`src/rtl/adc_frame_sequencer.sv`:
```
// -----------------------------------------------------------------------------
// adc_frame_sequencer
//
// Collects ADC samples into a 64-slot frame. Each slot can average
// 2^AVG_LOG2 consecutive accepted samples (AVG_LOG2 in 0..4). The averaged
// value and its slot index are presented on data/dataChange. These outputs feed
// a downstream register bank that rewrites the selected slot every cycle, so
// both outputs change together on a commit and hold otherwise.
//
// Ports
//   clk          : single clock, rising edge
//   rst          : synchronous, active-high reset
//   start        : begin a frame (honoured only in IDLE)
//   continuous   : 1 = restart automatically after slot 63
//   sample       : 11-bit unsigned ADC sample
//   sample_valid : qualifies sample
//   sample_ready : a valid sample is accepted on this edge
//   data         : committed (averaged) slot value
//   dataChange   : committed slot index (register bank select)
//   frame_done   : one-cycle pulse after slot 63 commits
//   busy         : frame in progress
// -----------------------------------------------------------------------------
module adc_frame_sequencer #(
  parameter int unsigned AVG_LOG2 = 0
) (
  input  logic        clk,
  input  logic        rst,
  input  logic        start,
  input  logic        continuous,
  input  logic [10:0] sample,
  input  logic        sample_valid,
  output logic        sample_ready,
  output logic [10:0] data,
  output logic [5:0]  dataChange,
  output logic        frame_done,
  output logic        busy
);

  // The accumulator is wide enough for 2^AVG_LOG2 full-scale samples.
  localparam int unsigned ACC_W = 11 + AVG_LOG2;
  // A zero-width counter is illegal; with AVG_LOG2 = 0 the single bit stays 0.
  localparam int unsigned CNT_W = (AVG_LOG2 > 0) ? AVG_LOG2 : 1;
  localparam logic [CNT_W-1:0] CNT_LAST = CNT_W'((1 << AVG_LOG2) - 1);

  typedef enum logic {
    IDLE    = 1'b0,
    CAPTURE = 1'b1
  } state_t;

  state_t           state;
  state_t           state_next;
  logic [5:0]       idx;
  logic [ACC_W-1:0] acc;
  logic [ACC_W-1:0] sum;
  logic [CNT_W-1:0] cnt;
  logic             accept;
  logic             commit;
  logic             last_slot;

  assign busy         = (state == CAPTURE);
  assign sample_ready = busy;
  assign accept       = sample_valid & sample_ready;
  assign commit       = accept & (cnt == CNT_LAST);
  assign last_slot    = commit & (idx == 6'd63);
  assign sum          = acc + ACC_W'(sample);

  // NOTE: every signal written here gets a default first, so no path leaves a
  // value unassigned and no latch is inferred.
  always_comb begin
    state_next = state;
    case (state)
      IDLE:    if (start) state_next = CAPTURE;
      CAPTURE: if (last_slot && !continuous) state_next = IDLE;
      default: state_next = IDLE;
    endcase
  end

  // NOTE: sequential state uses non-blocking assignments so every register
  // samples the pre-edge values regardless of statement order.
  always_ff @(posedge clk) begin
    if (rst) state <= IDLE;
    else     state <= state_next;
  end

  // Datapath. Reset also clears data/dataChange, so the downstream bank sees
  // slot 0 written with 0 while reset is held; that is intended.
  always_ff @(posedge clk) begin
    if (rst) begin
      idx        <= '0;
      acc        <= '0;
      cnt        <= '0;
      data       <= '0;
      dataChange <= '0;
      frame_done <= 1'b0;
    end else begin
      frame_done <= last_slot;
      if (state == IDLE) begin
        if (start) begin
          idx <= '0;
          acc <= '0;
          cnt <= '0;
        end
      end else if (commit) begin
        // Truncating average; the slice drops the AVG_LOG2 fraction bits.
        data       <= sum[AVG_LOG2 +: 11];
        dataChange <= idx;
        acc        <= '0;
        cnt        <= '0;
        idx        <= idx + 6'd1;   // wraps 63 -> 0
      end else if (accept) begin
        acc <= sum;
        cnt <= cnt + CNT_W'(1);
      end
    end
  end

endmodule

```
`config.mk`:
```
export PLATFORM = sky130hd
export DESIGN_NAME = adc_frame_sequencer
export DESIGN_NICKNAME = d
export VERILOG_FILES = /design/src/rtl/adc_frame_sequencer.sv
export SDC_FILE = /design/constraint.sdc
export NUM_CORES = 1
export LEC_CHECK = 0
export CAP_MARGIN = 20
export CELL_PAD_IN_SITES_DETAIL_PLACEMENT = 1
export CELL_PAD_IN_SITES_GLOBAL_PLACEMENT = 1
export CORE_MARGIN = 4
export CORE_UTILIZATION = 38
export DETAILED_ROUTE_END_ITERATION = 10
export PLACE_DENSITY = 0.85
export SKIP_CTS_REPAIR_TIMING = 1
export SLEW_MARGIN = 10
export SYNTH_ARGS = -nofsm -noshare
export SYNTH_HDL_FRONTEND = slang
export SYNTH_SLANG_ARGS = --single-unit
```
`constraint.sdc`:
```
create_clock -name clk -period 2.6 [get_ports clk]
set_clock_uncertainty 0.1 [all_clocks]
set_input_delay 0.26 -clock clk [delete_from_list [all_inputs] [get_ports clk]]
set_output_delay 0.26 -clock clk [all_outputs]
set_load 0.05 [all_outputs]
```
==> flow_metrics.tcl, run 1 <==
set metrics [dict create \
    status "finished, final reports clean" \
    crit_path_start_kind "primary input" \
    p_leak_nw 0.914 \
    synth_ff_type "dfxtp_1" \
    hpwlAfterDp_mm 3.60 \
    route.detailed.drc 0 \
    synth_mux_area_share_pct 0.550 \
    synth-simple-area-share_pct 20.6 \
    grt_max_degree 21 \
    fp-row-count 24 \
    netSwitchingPower_w 0.000309 \
    synth-seq-cells 37 \
    min_period_over_period_pct 89.4 \
    hold_depth 2 \
    viasPerCell 5.38 \
    p_clk_share_pct 34.4 \
    core-area_um2 4500 \
    drt-wirelength-per-cell_um 15.1 \
    die-width_um 77.2 \
    drtIter0Drc 34 \
    p_sw_share_pct 26.5 \
    finalHoldViolCount 0 \
    slew_violations 0 \
    setup_tns_ns 0 \
    synthXorXnorAreaFrac_pct 6.26 \
    reg2regPathDepth 8 \
    gp_congestion 0.803 \
    ys_types 42 \
    yosysTopAreaCell "dfxtp_1" \
    fmaxAchievable_ghz 0.430 \
    p_int_w 0.000859 \
    synth_edf_count 0 \
    setup_viol 0 \
    worst_slew_pin_slew_ns 0.517 \
    path_clk_slew_ns 0.07 \
    die_y_um 77.2 \
    drt-pass1-iter-count 4 \
    synth_top_family_by_area "simple AND/OR/NAND/NOR gates" \
    seqPwrFrac_pct 50.2 \
    fill_cells 550 \
    yosys-top-cells-area "dfxtp_1 (41%), ha_1 (7.6%), nand2_1 (6.6%)" \
    min_period_ns 2.32 \
    grt_pass1_wl_mm 7.89 \
    cts_tree "built" \
    drive_gt1_share_pct 8.76 \
    synth_compound_area_share_pct 20.1 \
    crit_slowest_cell "clkdlybuf4s50_1" \
    synthToLayoutAreaGrowth_pct 28.5 \
    final_core_util_pct 51.9 \
    yosysMostFrequentCell "dfxtp_1" \
    clkLatencyLatePin_ns 0.28 \
    yosys-top-cells-count "dfxtp_1 (37), nand2_1 (32), a21oi_1 (23)" \
    vias 1631 \
    comb_power_share_pct 15.4 \
    r2r_slack_ns 0.37 \
    initial_core_util_pct 40.4 \
    antenna_found_initial 0 \
    async_flop_share_pct 0 \
    slew-limit-headroom_pct 65.4 \
    multi_input_comb_area_um2 1020 \
    cp_cell_sequence "clkdlybuf4s50_1 -> ha_1 -> fa_1 -> a21o_1 -> nand4_2 -> nand2_1 -> a31oi_1 -> xor2_1 -> o21ai_0" \
    synthCells 211 \
    ff_latch_area_um2 741 \
    crit_family "compound AO/OA/AOI/OAI gates" \
    finalWirelength_mm 4.57 \
    crit_fanout 3 \
    endpoint_kind "flop" \
    track_usage_pct 16.4 \
    htreeDepth 2 \
    synth_area_um2 1820 \
    crit_type "in2reg" \
    cp.required_ns 2.67 \
    synthAdderAreaFrac_pct 8.67 \
    first_global_vias 1705 \
    cts-root-buf "clkbuf_8" \
    synth_fp_nets 239 \
    io_pins 36 \
    antenna_left 0 \
    port_buffers 35 \
    grt-ovfl-total 0 \
    peakVddDrop_v 0.000165 \
    clock_path_buffers 2 \
    cts_buffers 5 \
    avgSynthCellArea_um2 8.62 \
    die_area_um2 5960 \
    diodes 0 \
    powerDensity_nw_per_um2 499 \
    rsz0062_at_grt "no" \
    min_path_type "reg2reg" \
    critPathMaxStageDelay_ns 0.40 \
    cap_violations 0 \
    arrival_ns 2.39 \
    worst-path-buf-inv 1 \
    synth_warnings 0 \
    cp.depth 9 \
    seq_area_frac_synth_pct 40.7 \
    cts_sinks 37 \
    layout.nets 279 \
    yosysTopAreaCellShare_pct 40.7 \
]
==> metal layers <==
| metal | global-route usage (%) | part of all wire (%) | vias up |
|---|---|---|---|
| li1 | - | - | 809 |
| met1 | 18.9 | 45 | 786 |
| met2 | 29.3 | 49 | 30 |
| met3 | 4.33 | 4.1 | 6 |
| met4 | 5.34 | 1.5 | 0 |
| met5 | 0 | 0 | - |
==> worst min-delay path, stage by stage, from the launching register on <==
cell	delay, ns
dfxtp_1	0.31
nand2_1	0.05
a21oi_1	0.05
==> stage by stage <==
step                      setup slack, ns  instance area, µm²  power, W  hold slack, ns  instances
after global placement             0.0661                2250  0.000777           0.343        296
after CTS                           0.269                2340   0.00118           0.356        303
after detailed placement          -0.0500                2250  0.000781           0.347        296
after global routing               0.0728                2340   0.00122           0.373        303
after floorplan                     0.543                1820  0.000705           0.329        211
final                               0.276                2340   0.00117           0.355        303
==> worst paths after layout <==
check,start,endpoint
setup / recovery,sample[0],acc[8]
hold / removal,dataChange[5],dataChange[5]
setup reg to reg,acc[0],acc[8]
hold reg to reg,dataChange[5],dataChange[5]
==> power by group through the flow <==
stage,combinational [W],clock (W),sequential [W]
CTS,0.000182,0.000414,0.000587
global placement,0.000178,0,0.000599
finish,0.000180,0.000402,0.000587
detailed placement,0.000181,0,0.000600
global route,0.000195,0.000438,0.000588
floorplan,0.0000716,0,0.000633
==> sequential cells by signal, indices dropped and copies added (netlist names) <==
name and count:
dataChange 6, busy 1, idx 6, cnt 1
frame_done 1, data 11, acc 11
==> logic make-up (layout without fill, tap and decap cells) <==
| logic type | count (synthesis) | in the layout |
|---|---|---|
| AO/OA/AOI/OAI | 53 | 53 |
| buffers and inverters | 14 | 54 |
| multiplexers | 1 | 1 |
| adder cells (fa/ha/maj) | 12 | 12 |
| AND/OR/NAND/NOR | 81 | 81 |
| XOR/XNOR | 13 | 13 |
| flip-flops | 37 | 37 |
==> layout make-up <==
cell class	instances	area share, %
multi-input cells	160	43.7
clock buffers	7	3.69
flip-flops and latches	37	31.7
well taps	52	2.78
inverters	4	0.642
repair buffers	43	17.5
==> cells in the final DEF (no fill, tap or decap), types with 2 or more instances in the layout <==
cell / netlist / routed
nand2b_1: 3 / 3
xnor2_1: 6 / 6
a31oi_1: 3 / 3
a22oi_1: 6 / 6
o21ai_0: 4 / 4
or2_2: 2 / 2
a21oi_1: 23 / 23
nand2_1: 32 / 32
a21o_1: 4 / 4
a211oi_1: 2 / 2
or3_1: 2 / 2
o31ai_1: 2 / 2
clkdlybuf4s50_1: 0 / 35
buf_4: 1 / 8
nor2_1: 21 / 21
nor4_1: 2 / 2
xor2_1: 7 / 7
ha_1: 11 / 11
nand3_1: 6 / 6
a211oi_2: 2 / 2
inv_1: 4 / 4
clkbuf_8: 0 / 6
dfxtp_1: 37 / 37
nor3_1: 3 / 3
nor2b_1: 3 / 3
Note: power is estimated with default switching activity, not from simulation.
==> run 2: changes to the inputs <==
==> constraint.sdc (replaced) <==
create_clock -name clk -period 2.6 [get_ports clk]
set_clock_uncertainty 0.1 [all_clocks]
set_input_delay 0.39 -clock clk [delete_from_list [all_inputs] [get_ports clk]]
set_output_delay 0.39 -clock clk [all_outputs]
set_load 0.05 [all_outputs]
==> flow_metrics.tcl, run 2 (same netlist as run 1, synthesis figures left out) <==
set metrics [dict create \
    htreeDepth 2 \
    cts_buffers 5 \
    fmaxAchievable_ghz 0.408 \
    finalWirelength_mm 4.99 \
    largestRegisters "acc: 11 flops, data: 11 flops" \
    cap_violations 0 \
    antenna_found_initial 0 \
    first_global_vias 1722 \
    rr_startpoint "acc[0]" \
    port_buffers 35 \
    drt-pass1-iter-count 4 \
    crit_fanout 3 \
    vias 1668 \
    min_period_over_period_pct 94.3 \
    cts-root-buf "clkbuf_8" \
    min_period_ns 2.45 \
    finalHoldViolCount 0 \
    fp-row-count 24 \
    slew-limit-headroom_pct 65.9 \
    arrival_ns 2.53 \
    setup_viol 0 \
    slew_violations 0 \
    hold_depth 2 \
    drt-wirelength-per-cell_um 16.0 \
    track_usage_pct 17.6 \
    layout.nets 287 \
    p_leak_nw 0.965 \
    final_core_util_pct 53.9 \
    diodes 0 \
    drtIter0Drc 82 \
    setup_slack_ns 0.147 \
    cp.required_ns 2.68 \
    final_common_cell "dfxtp_1" \
    cts_sinks 37 \
    io_pins 36 \
    crit_slowest_cell "clkdlybuf4s50_1" \
    hp-start "dataChange[5]" \
    drive_gt1_share_pct 12.0 \
    antenna_left 0 \
    crit_type "in2reg" \
    die-width_um 77.2 \
    die_area_um2 5960 \
    endpoint_kind "flop" \
    grt-ovfl-total 0 \
    peakVddDrop_v 0.000231 \
    viasPerCell 5.36 \
    clock_path_buffers 2 \
    worst_slew_pin_slew_ns 0.510 \
    initial_core_util_pct 40.4 \
    r2r_slack_ns 0.38 \
    gp_congestion 0.807 \
    fill_cells 541 \
    reg2regPathDepth 9 \
    grt_max_degree 21 \
    die_y_um 77.2 \
    crit_path_start_kind "primary input" \
    synthToLayoutAreaGrowth_pct 33.5 \
    status "finished, final reports clean" \
    post-place-ws_ns -0.172 \
    core-area_um2 4500 \
    setup_tns_ns 0 \
    critPathMaxStageDelay_ns 0.45 \
    layout_common_cells "dfxtp_1 (37), clkdlybuf4s50_1 (35), nand2_1 (32), a21oi_1 (23), nor2_1 (21)" \
    cp_cell_sequence "clkdlybuf4s50_1 -> ha_1 -> a21o_1 -> a2111oi_4 -> nor4_1 -> a211oi_2 -> buf_4 -> xnor2_1 -> o21ai_1" \
    hpwlAfterDp_mm 3.80 \
    route.detailed.drc 0 \
    path_clk_slew_ns 0.07 \
    cts_tree "built" \
    clkLatencyLatePin_ns 0.29 \
    powerDensity_nw_per_um2 516 \
    min_path_type "reg2reg" \
    r2r_end "data[10]" \
    grt_pass1_wl_mm 8.43 \
    min_to "dataChange[5]" \
]
-- run 2: changes by cell type in the layout (fill, tap and decap cells not counted), sizes merged --
cell / change
buf: +8
clkbuf: -2
bufinv: +1
clkinv: +1
-- run 2: worst max-delay path by stage --
stage,depth (start not counted),slack [ns],endpoint,from
5_1_grt,10,-0.007,data[10],sample[0]
6_report,9,0.15,acc[9],sample[1]
4_1_cts,9,0.13,acc[9],sample[1]
3_5_place_dp,9,-0.17,acc[9],sample[1]
2_1_floorplan,7,0.47,data[9],sample[1]
3_3_place_gp,8,-0.07,data[9],sample[1]
-- run 2: layout make-up --
| type | count | area [µm²] | area share, % |
|---|---|---|---|
| Clock buffer | 5 | 68.8 | 2.83 |
| Sequential cell | 37 | 741 | 30.5 |
| Timing Repair Buffer | 51 | 470 | 19.4 |
| Clock inverter | 2 | 35.0 | 1.44 |
| Inverter | 4 | 15.0 | 0.618 |
| Multi-Input combinational cell | 160 | 1030 | 42.6 |
| Tap cell | 52 | 65.1 | 2.68 |
-- run 2: report_power, final --
part | switching [W] | leakage (nW) | internal (W)
Sequential | 0.00000895 | 0.299 | 0.000578
Clock | 0.000200 | 0.0540 | 0.000279
Combinational | 0.000112 | 0.611 | 0.0000756
-- run 2: routing by layer --
layer | global-route usage, % | part of all wire (%)
met2 | 30.6 | 52
met4 | 4.80 | 1.1
met3 | 4.10 | 3.0
met5 | 0 | 0
met1 | 21.6 | 44
-- run 2: stage by stage --
step                      area, µm²  hold WS [ns]  instances  total power, W
after floorplan                1820         0.329        211        0.000705
after global placement         2310         0.344        304        0.000781
after detailed placement       2310         0.347        304        0.000786
after CTS                      2420         0.357        311         0.00126
after global routing           2430         0.385        311         0.00131
final                          2430         0.354        311         0.00125
-- run 2: critical path: cells and delay by family --
family          cells  cell delay [ns]
xor+xnor            1             0.11
simple gates        1             0.12
buf+inv             2             0.61
fa+ha+maj           1             0.31
compound gates      4             0.99
==> run 3: changes to the inputs <==
- SKIP_LAST_GASP: unset -> 1
==> results of run 3 <==
No change in the layout: final DEF, timing and power equal those of run 2.
